$ cat src/rtl/updown_mod_counter.sv
// ---------------------------------------------------------------------------
// updown_mod_counter
//
// Programmable-window up/down/bounce counter with a prescaler. The count
// moves inside [cfg_min, cfg_max] (inclusive), one step every presc+1
// enabled cycles. At the window edges it either wraps or saturates.
// Bounce mode ping-pongs between the edges. Hold mode freezes the count and
// the prescaler.
//
// Ports
//   clk       in   rising-edge clock
//   reset     in   synchronous, active-high reset
//   en        in   count enable (gates prescaler and stepping)
//   clear     in   count <= cfg_min, dir <= up, prescaler restarts
//   load      in   count <= load_val (no range check), prescaler restarts
//   load_val  in   [WIDTH]   value for load
//   mode      in   [2]       00 up, 01 down, 10 bounce, 11 hold
//   sat       in   1 = saturate at edges, 0 = wrap (ignored in bounce)
//   cfg_min   in   [WIDTH]   lower bound, inclusive
//   cfg_max   in   [WIDTH]   upper bound, inclusive
//   presc     in   [PRESC_W] cycles per step minus one
//   count     out  [WIDTH]   current count
//   dir       out  current direction, 0 up / 1 down
//   tc        out  pulse: the step result equals the terminal value
//   wrap      out  pulse: wrap, saturate block, bounce turn or range recovery
//   err       out  high while cfg_min > cfg_max; stepping is suppressed
// ---------------------------------------------------------------------------
module updown_mod_counter #(
    parameter int WIDTH   = 4,
    parameter int PRESC_W = 4
) (
    input  logic               clk,
    input  logic               reset,
    input  logic               en,
    input  logic               clear,
    input  logic               load,
    input  logic [WIDTH-1:0]   load_val,
    input  logic [1:0]         mode,
    input  logic               sat,
    input  logic [WIDTH-1:0]   cfg_min,
    input  logic [WIDTH-1:0]   cfg_max,
    input  logic [PRESC_W-1:0] presc,
    output logic [WIDTH-1:0]   count,
    output logic               dir,
    output logic               tc,
    output logic               wrap,
    output logic               err
);

    typedef enum logic [1:0] {
        MODE_UP     = 2'b00,
        MODE_DOWN   = 2'b01,
        MODE_BOUNCE = 2'b10,
        MODE_HOLD   = 2'b11
    } mode_e;

    localparam logic [WIDTH-1:0]   ONE_W = WIDTH'(1);
    localparam logic [PRESC_W-1:0] ONE_P = PRESC_W'(1);

    mode_e              mode_s;
    logic [WIDTH-1:0]   count_q, count_d;
    logic               dir_q, dir_d;
    logic               tc_q, tc_d;
    logic               wrap_q, wrap_d;
    logic               err_q, err_d;
    logic [PRESC_W-1:0] pcnt_q, pcnt_d;

    logic               presc_run;
    logic               step_fire;
    logic               out_of_range;
    logic [WIDTH-1:0]   step_count;
    logic               step_dir;
    logic               step_wrap;

    assign mode_s = mode_e'(mode);

    // The prescaler only advances when a step could actually be taken.
    assign presc_run = en && (mode_s != MODE_HOLD) && !err_q;
    assign step_fire = presc_run && (pcnt_q == presc);

    // Full-width compares: no arithmetic is done on an out-of-window count,
    // so +1 / -1 below can never overflow or underflow.
    assign out_of_range = (count_q < cfg_min) || (count_q > cfg_max);

    // Result of a step, computed unconditionally; only committed when a
    // step fires and nothing of higher priority is active.
    // NOTE: every output of a combinational block gets a default first so
    // no path leaves it unassigned, which would infer a latch.
    always_comb begin
        step_count = count_q;
        step_dir   = dir_q;
        step_wrap  = 1'b0;
        unique case (mode_s)
            MODE_UP: begin
                step_dir = 1'b0;
                if (out_of_range) begin
                    step_count = cfg_min;
                    step_wrap  = 1'b1;
                end else if (count_q == cfg_max) begin
                    step_count = sat ? cfg_max : cfg_min;
                    step_wrap  = 1'b1;
                end else begin
                    step_count = count_q + ONE_W;
                end
            end
            MODE_DOWN: begin
                step_dir = 1'b1;
                if (out_of_range) begin
                    step_count = cfg_max;
                    step_wrap  = 1'b1;
                end else if (count_q == cfg_min) begin
                    step_count = sat ? cfg_min : cfg_max;
                    step_wrap  = 1'b1;
                end else begin
                    step_count = count_q - ONE_W;
                end
            end
            MODE_BOUNCE: begin
                if (out_of_range) begin
                    step_count = cfg_min;
                    step_dir   = 1'b0;
                    step_wrap  = 1'b1;
                end else if (cfg_min == cfg_max) begin
                    // Degenerate window: nowhere to go, report a turn.
                    step_wrap  = 1'b1;
                end else if (!dir_q && (count_q == cfg_max)) begin
                    step_count = cfg_max - ONE_W;
                    step_dir   = 1'b1;
                    step_wrap  = 1'b1;
                end else if (dir_q && (count_q == cfg_min)) begin
                    step_count = cfg_min + ONE_W;
                    step_dir   = 1'b0;
                    step_wrap  = 1'b1;
                end else begin
                    step_count = dir_q ? (count_q - ONE_W) : (count_q + ONE_W);
                end
            end
            default: begin
                // MODE_HOLD never fires a step; defaults keep everything.
            end
        endcase
    end

    // Next-state selection with priority clear > load > step.
    always_comb begin
        count_d = count_q;
        dir_d   = dir_q;
        pcnt_d  = pcnt_q;
        tc_d    = 1'b0;
        wrap_d  = 1'b0;
        err_d   = (cfg_min > cfg_max);

        if (clear) begin
            count_d = cfg_min;
            dir_d   = 1'b0;
            pcnt_d  = '0;
        end else if (load) begin
            count_d = load_val;
            pcnt_d  = '0;
        end else if (presc_run) begin
            if (step_fire) begin
                pcnt_d  = '0;
                count_d = step_count;
                dir_d   = step_dir;
                wrap_d  = step_wrap;
                // Terminal value follows the post-step direction.
                tc_d    = (step_count == (step_dir ? cfg_min : cfg_max));
            end else begin
                pcnt_d  = pcnt_q + ONE_P;
            end
        end
    end

    // NOTE: sequential state uses non-blocking assignments so every register
    // samples the pre-edge values regardless of statement order.
    always_ff @(posedge clk) begin
        if (reset) begin
            count_q <= '0;
            dir_q   <= 1'b0;
            tc_q    <= 1'b0;
            wrap_q  <= 1'b0;
            err_q   <= 1'b0;
            pcnt_q  <= '0;
        end else begin
            count_q <= count_d;
            dir_q   <= dir_d;
            tc_q    <= tc_d;
            wrap_q  <= wrap_d;
            err_q   <= err_d;
            pcnt_q  <= pcnt_d;
        end
    end

    assign count = count_q;
    assign dir   = dir_q;
    assign tc    = tc_q;
    assign wrap  = wrap_q;
    assign err   = err_q;

endmodule

$ cat config.mk
export PLATFORM = sky130hd
export DESIGN_NAME = updown_mod_counter
export DESIGN_NICKNAME = d
export VERILOG_FILES = /design/src/rtl/updown_mod_counter.sv
export SDC_FILE = /design/constraint.sdc
export NUM_CORES = 1
export LEC_CHECK = 0
export BUFFER_PORTS_ARGS = -buffer_cell sky130_fd_sc_hd__clkbuf_2
export CELL_PAD_IN_SITES_DETAIL_PLACEMENT = 1
export CELL_PAD_IN_SITES_GLOBAL_PLACEMENT = 2
export CORE_MARGIN = 2
export CORE_UTILIZATION = 35
export DETAILED_ROUTE_END_ITERATION = 16
export PLACE_DENSITY_LB_ADDON = 0.1
export SYNTH_ARGS = -nofsm -noshare
export SYNTH_HDL_FRONTEND = slang
export SYNTH_SLANG_ARGS = --single-unit
$ cat constraint.sdc
create_clock -name clk -period 7.24 [get_ports clk]
set_clock_uncertainty 0.1 [all_clocks]
set_input_delay 0 -clock clk [delete_from_list [all_inputs] [get_ports clk]]
set_output_delay 0 -clock clk [all_outputs]
set_load 0.05 [all_outputs]
After elaboration in Yosys (flattened, before gate mapping)
Cells that the tools add are included.

storage, ports and cells
  register bits = 12
  output and inout bits = 8
  logic and storage cells = 73

cells by class
  $add $sub $neg = 5
  $lt $le $gt $ge = 3
  equal/unequal tests = 8
  mux-type cells = 32
  bitwise gates (word level) = 3
  reduce and logical (&&, ||, !) cells = 16

operator list
  operator                                                                number
  4-bit 2-to-1 mux                                                        17
  4-bit equality test                                                     5
  4-bit by 1-bit adder with 4-bit output (second input constant)          3
  1-bit 2-to-1 mux                                                        12
  4-bit case mux with 3 select lines                                      1
  4-bit greater-than comparator                                           2
  4-bit by 1-bit subtractor with 4-bit output (second input constant)     2
  1-bit case mux with 3 select lines                                      2
  3-bit nonzero test                                                      2
  1-bit logical AND                                                       5
  5-bit OR reduction                                                      1
  4-bit less-than comparator                                              1
  1-bit inverter                                                          3
  3-bit AND reduction                                                     1
  3-bit OR reduction                                                      1
  2-bit by 1-bit equality test with 1-bit output (second input constant)  1
  2-bit equality test (second input constant)                             1
  1-bit zero test                                                         2
  2-bit zero test                                                         1
  2-bit != test (second input constant)                                   1
  2-bit AND reduction                                                     1
  2-bit OR reduction                                                      1
  1-bit logical OR                                                        1

Logic depth before layout (Yosys ltp)
Gate-level depths: netlist (run 1).

  depth in word-level cells = 11
  gate-level depth with buffers = 13

Least setup slack after synthesis (run 1)
Ideal clock, no wire load.

  path type = register to register
  start point = register count_q[0] (netlist: count[0])
  end point = register tc_q (netlist: tc)
  data arrival time = 2.905 ns
  required time = 7.015 ns
  path slack = 4.111 ns
  stages on the path, launching flop included = 13
  buffers on the path = 2
  period minus slack after synthesis = 3.129 ns
  cells stage by stage = dfxtp_1 > clkbuf_1 > inv_1 > ha_1 > and4_1 > buf_6 > a211oi_1 > a311oi_1 > o2111ai_1 > o221ai_1 > or3_1 > o211ai_1 > nor4b_2

between the ends
  word-level cells in the longest chain between the ends = 9
  elaborated cells between the ends (all ways) = 26

ends and longest elaborated chain
  element                                                                                         line  source
  from (decl)                                                                                     61    logic [WIDTH-1:0] count_q, count_d;
  from (signal assigned)                                                                          185   count_q <= count_d;
  parallel branches: the longest is 8 deep, another holds 4-bit by 1-bit adder with 4-bit output  n/a
  4-bit equality test (*)                                                                         167   tc_d = (step_count == (step_dir ? cfg_min : cfg_max));
  to (signal assigned)                                                                            187   tc_q <= tc_d;
  to (decl)                                                                                       63    logic tc_q, tc_d;

Every way passes the cells marked *.
A chain may end at the register's enable or synchronous reset.

Worst setup path after layout (run 1)
  start point = register count_q[0] (netlist: count[0])
  end point = register count_q[3] (netlist: count[3])

between the ends
  word-level cells in the longest chain between the ends = 11
  elaborated cells between the ends (all ways) = 23

ends and longest elaborated chain
  element                                                               line      source
  4-bit by 1-bit adder with 4-bit output, or another cell as far along  103, 135
  4-bit 2-to-1 mux or 1-bit logical AND (tied branches)                 135, 130
  4-bit 2-to-1 mux                                                      130       end else if (dir_q && (count_q == cfg_min)) begin
  4-bit 2-to-1 mux                                                      126       end else if (!dir_q && (count_q == cfg_max)) begin
  4-bit 2-to-1 mux                                                      123       end else if (cfg_min == cfg_max) begin
  4-bit 2-to-1 mux                                                      119       if (out_of_range) begin
  4-bit case mux with 3 select lines (*)                                93        unique case (mode_s)
  4-bit 2-to-1 mux (*)                                                  161       if (step_fire) begin
  4-bit 2-to-1 mux (*)                                                  160       end else if (presc_run) begin
  4-bit 2-to-1 mux (*)                                                  157       end else if (load) begin
  4-bit 2-to-1 mux (*)                                                  153       if (clear) begin

Mark *: on every way between the ends. The rest lies on a longest branch, timed or not. The select of a mux whose other input is x is not followed.

==> results of run 1 <==
cell usage in the layout, fill, tap and decap left out, types with 2 or more instances in the layout:
cell type       n
a211oi_1        5
a21oi_1        16
a221o_1         2
a221oi_1        2
a31o_1          2
a32oi_1         3
and4_1          3
clkbuf_2       31
clkbuf_8        4
dfxtp_1        12
dlygate4sd3_1   3
ha_1           22
inv_1          17
mux2i_1         8
nand2_1        19
nand2b_1        3
nand3_1         6
nand4_1         3
nor2_1         11
nor2b_1         2
nor3_1          8
nor4_1          2
o2111ai_1       2
o211ai_1        9
o21ai_0        13
o21ai_1         4
o21ai_2         2
o22ai_1         2
o31a_1          3
or2_1           3
or3_1           2
xnor2_1        10
xor2_1          6
layer usage:
metal / vias up / GRT usage [%] / share of wire [%]
met1: 953 / 29.49 / 45
met3: 8 / 1.896 / 4.0
met4: 0 / 6.727 / 1.6
li1: 945 / - / -
met5: - / 0 / 0
met2: 46 / 38.76 / 49
state kept, by name (all words and copies together), names as in the netlist:
register / count
count: 4
tc: 1
pcnt_q: 4
err: 1
dir: 1
wrap: 1
area by class of cell:
cell class              instances  area (µm²)
flip-flops and latches         12       240.2
fillers                       670        2999
clock buffers                   4       55.05
inverters                      17       63.81
multi-input cells             195        1444
well taps                      70       87.58
repair buffers                 34       185.2
critical path, stage by stage (launching register included):
cell and delay (ns):
dfxtp_1 0.53, inv_1 0.22, ha_1 0.38, and4_1 0.44, a211oi_2 0.08, a21oi_2 0.40, o2111a_1 0.29, a31oi_2 0.14
mux2_1 0.31, o21ai_1 0.11, a21oi_1 0.06, dlygate4sd3_1 0.55
per-stage QoR:
stage / setup slack, ns / hold WS (ns) / instance area [µm²] / cells / util [%]
floorplan: 4.111 / 0.04903 / 1831 / 239 / -
global placement: 4.146 / 0.2002 / 1991 / 325 / 39.23
detailed placement: 4.009 / 0.1964 / 1991 / 325 / 39.23
CTS: 3.566 / 0.002174 / 2076 / 332 / 40.90
global route: 3.302 / 0.07212 / 2076 / 332 / 40.90
finish: 3.508 / 0.00006645 / 2076 / 332 / 40.90
power breakdown:
group / internal [mW] / total [mW] / switching, mW
Sequential: 0.0685 / 0.0751 / 0.00660
Clock: 0.0482 / 0.0758 / 0.0277
Combinational: 0.0498 / 0.129 / 0.0791
what timing repair did:
item,in CTS,in global routing
hold endpoints to repair,4,0
hold buffers,3,0
endpoints found under the setup margin,0,0
worst min path at each step:
stage	from	endpoint	slack [ns]
after floorplan	cfg_min[3]	count[3]	0.05
after global placement	reset	count[3]	0.20
after detailed placement	reset	count[3]	0.20
after CTS	load_val[1]	count[1]	0.002
after global routing	load_val[1]	count[1]	0.07
final	load_val[1]	count[1]	0.00007
kinds of logic after synthesis:
| kind of cell | count (synthesis) | share of synthesized area [%] |
|---|---|---|
| simple gates | 68 | 19.69 |
| compound gates | 80 | 31.51 |
| buf+inv | 32 | 7.997 |
| mux | 9 | 4.990 |
| flops | 12 | 13.12 |
| fa+ha+maj | 22 | 15.04 |
| xor+xnor | 16 | 7.655 |
==> impl_metrics.tcl, run 1 <==
set metrics [dict create \
    die_y_um 76.32 \
    postRouteWirelength_mm 6.222 \
    clockRootBuffer "clkbuf_8" \
    setup_violations 0 \
    synth.area.top_cells "ha_1 (15%), dfxtp_1 (13%), xnor2_1 (4.8%), a21oi_1 (4.4%), mux2i_1 (4.4%)" \
    path_max_fanout 11 \
    clkTransAtPathRegs_ns 0.06 \
    cts_max_level 1 \
    area_growth_pct 13.40 \
    die_w_um 76.32 \
    overflow 0 \
    crit_arrival_ns 3.77 \
    diodes 0 \
    antenna_found_initial 0 \
    reg2reg_to "count[3]" \
    drt_iter0_drc 82 \
    outcome "finished clean" \
    core_um2 5075 \
    hold_viol 0 \
    worstSetupEndpointType "flop" \
    fmax_mhz 268.0 \
    max_slew_margin_pct 58.60 \
    ys.warnings.count 0 \
    synth_top_area_cell "ha_1" \
    syn_inst 239 \
    crit_required_ns 7.27 \
    synth.most_common_cell "ha_1" \
    grt_pass1_wl_mm 10.45 \
    hold_path_class "in2reg" \
    num_vias 1952 \
    initial_core_util_pct 36.07 \
    final.setup.tns_ns 0 \
    yosysUniqueCellTypes 57 \
    cts_buffers 3 \
    clock_latency_ns 0.25 \
    layout-drive-gt1-share_pct 16.79 \
    report.final.slew_viol_count 0 \
    synth-seq-area-share_pct 13.12 \
    synth_edf_count 0 \
    avgRoutedWirePerCell_um 18.74 \
    ys.flop_type "dfxtp_1" \
    ant_nets 0 \
    grt_max_degree 15 \
    tritoncts "built" \
    crit_path_start "count[0]" \
    cts_resized 0 \
    io_buffers 31 \
    synth_area_um2 1831 \
    avgSynthCellArea_um2 7.659 \
    hold_depth 5 \
    viasPerCell 5.880 \
    power.total_mw 0.2799 \
    postCtsSetupBuffers 0 \
    dp_hpwl_mm 4.861 \
    drc_errors 0 \
    reg2reg_from "count[0]" \
    grt_pass1_vias 1979 \
    async_reset_ff_share_pct 0 \
    synthTopCellsByCount "ha_1 (22), nand2_1 (19), inv_1 (17), a21oi_1 (16), o21ai_0 (13)" \
    crit_type "reg2reg" \
    cap_viol_max_count 0 \
    endpoint "count[3]" \
    syn_nets 285 \
    ff2ff_setup_slack_ns 3.51 \
    yosysTopAreaCellShare_pct 15.04 \
    synth-seq-cells 12 \
    rr_worst_depth 11 \
    cts_buffer_depth 2 \
    cts.sinks 12 \
    dr.pass1.iters 4 \
    rsz0062_at_grt "no" \
    max_slew.worst_pin.slew_ns 0.6201 \
    rows 26 \
    groute.usage.overall_pct 22.37 \
    gp_congestion 0.8245 \
    nNetsFinal 309 \
    ir_worst_vdd_mv 0.07932 \
    die_area_um2 5825 \
    post-route-min-period_ns 3.732 \
    leakage_nw 0.8508 \
    startpoint_type "flop" \
    p_per_area_nw_per_um2 134.8 \
    io_pins 32 \
    min_period_over_period_pct 51.55 \
]
(Power assumes the default switching activity.)
==> run 2: changes to the inputs <==
- CORE_UTILIZATION: 35 -> 33
- clock period: 7.24 -> 3.8 ns (I/O delays scaled with it)
==> run 2 against run 1 <==
Effect of this change:
- the run now ends with negative hold slack left
- sequential power is 90% higher
- via count is 0.46% lower
- cell area grew 0.12%
- largest cell class unchanged
- highest routed layer unchanged
==> impl_metrics.tcl, run 2 (synthesis results as in run 1) <==
set metrics [dict create \
    outcome "finished, violations left" \
    violations "negative hold slack" \
    ir_worst_vdd_mv 0.1414 \
    report.final.slew_viol_count 0 \
    leakage_nw 0.8519 \
    switchingPower_mw 0.2115 \
    comb_power_share_pct 45.9 \
    power.internal_mw 0.3161 \
    grt_max_degree 15 \
    place_area_um2 1993 \
    area_growth_pct 13.53 \
    clock_latency_ns 0.25 \
    io_pins 32 \
    grt_pass1_wl_mm 10.14 \
    core_um2 5439 \
    initial_core_util_pct 33.66 \
    diodes 0 \
    postRouteWirelength_mm 6.150 \
    hold_path_class "in2reg" \
    rows 27 \
    fmax_mhz 303.3 \
    setup_violations 0 \
    final.setup.tns_ns 0 \
    cp_cell_sequence "inv_1, ha_1, and4_1, a211oi_2, a21oi_2, a31o_1, mux2i_1, nor3_1, dlygate4sd3_1" \
    die_area_um2 6159 \
    worstSetupEndpointType "flop" \
    groute.usage.overall_pct 20.67 \
    max_slew_margin_pct 57.38 \
    cts_buffer_depth 2 \
    ant_nets 0 \
    p_seq_share_pct 27.0 \
    die_y_um 78.48 \
    cap_viol_max_count 0 \
    grt_pass1_vias 1910 \
    startpoint_type "flop" \
    hold_depth 5 \
    top_regs "count (4), pcnt_q (4)" \
    crit_type "reg2reg" \
    crit_arrival_ns 3.39 \
    cts.sinks 12 \
    layout-drive-gt1-share_pct 16.79 \
    ff2ff_setup_slack_ns 0.50 \
    post-route-min-period_ns 3.297 \
    p_sw_share_pct 40.09 \
    multiInputGateArea_um2 1444 \
    holdCritStartpoint "load_val[1]" \
    cts_max_level 1 \
    dp_hpwl_mm 4.825 \
    drt_iter0_drc 117 \
    rsz0062_at_grt "no" \
    dr.pass1.iters 4 \
    holdWs_ns -0.002816 \
    final_cell_mix "clkbuf_2 (31), ha_1 (22), nand2_1 (19)" \
    cp_top_family "buffers and inverters" \
    min_period_over_period_pct 86.75 \
    overflow 0 \
    max_slew.worst_pin.slew_ns 0.6385 \
    regArea_um2 240.2 \
    final_common_cell "clkbuf_2" \
    reg2reg_to "dir" \
    antenna_found_initial 0 \
    viasPerCell 5.817 \
    io_buffers 31 \
    cts_buffers 3 \
    path_buf_inv 2 \
    avgRoutedWirePerCell_um 18.41 \
    crit_required_ns 3.89 \
    cpPeakStageDelay_ns 0.56 \
    num_vias 1943 \
    pwr-share-clk_pct 27.0 \
    tritoncts "built" \
    die_w_um 78.48 \
    finalInstanceArea_um2 2078 \
    clkTransAtPathRegs_ns 0.06 \
    rr_worst_depth 9 \
    nNetsFinal 309 \
    whs_endpoint "count[1]" \
    clockRootBuffer "clkbuf_8" \
    fillers 680 \
    hold_viol 1 \
    gp_congestion 0.8217 \
    p_per_area_nw_per_um2 253.9 \
    path_max_fanout 11 \
    crit_slowest_cell "dlygate4sd3_1" \
    reg2reg_from "count[0]" \
    drc_errors 0 \
]
==> run 2: cell counts in the layout (fill, tap and decap cells not counted) <==
No cell type changed its count.
==> run 2: area by class of cell <==
| type | count | area share (%) |
|---|---|---|
| inverters | 17 | 3.070 |
| multi-input cells | 195 | 69.48 |
| repair buffers | 34 | 8.910 |
| well taps | 72 | 4.335 |
| clock buffers | 4 | 2.649 |
| flip-flops and latches | 12 | 11.56 |
==> run 2: timing repair <==
action                    in CTS  in global routing
resized for setup              0                  0
setup buffers                  0                  0
hold buffers                   3                  0
hold endpoints to repair       2                  0
==> run 2: worst reg2reg max path, delay by kind of cell, from the launching register on <==
kind            cells  cell delay (ns)
simple gates        2             0.63
flops               1             0.54
compound gates      3             0.75
mux                 1             0.10
fa+ha+maj           1             0.37
buf+inv             2             0.76
==> run 2: power groups by stage <==
stage                     logic, mW  clock network [mW]  registers (mW)
final                         0.242               0.143           0.143
after global routing          0.269               0.153           0.144
after CTS                     0.243               0.149           0.143
after detailed placement      0.239                   0           0.145
after global placement        0.241                   0           0.145
after floorplan               0.166                   0           0.153
==> run 2: through the flow <==
stage / total power [mW] / util (%) / setup WS [ns] / cells
floorplan: 0.3194 / - / 0.6707 / 239
global placement: 0.3856 / 36.65 / 0.7134 / 327
detailed placement: 0.3849 / 36.65 / 0.5758 / 327
CTS: 0.5338 / 38.21 / 0.5313 / 334
global route: 0.5656 / 38.21 / 0.2000 / 334
finish: 0.5277 / 38.21 / 0.5035 / 334
==> run 2: how the worst max path moves through the flow <==
stage | from | end | slack (ns) | cells past startpoint
final | count[0] | dir | 0.50 | 9
after global routing | count[0] | tc | 0.20 | 10
after CTS | count[0] | dir | 0.53 | 9
after detailed placement | count[0] | tc | 0.58 | 10
after global placement | count[0] | tc | 0.71 | 10
after floorplan | count[0] | tc | 0.67 | 12
==> run 2: layer usage <==
metal  GRT usage [%]  share of wire, %  up-vias  wire [µm]
li1                -                 -      948          -
met1           28.52                48      946       2963
met2           35.43                47       47       2880
met3           3.103               4.7        2        290
met4           1.579              0.23        0         14
met5               0                 0        -          0
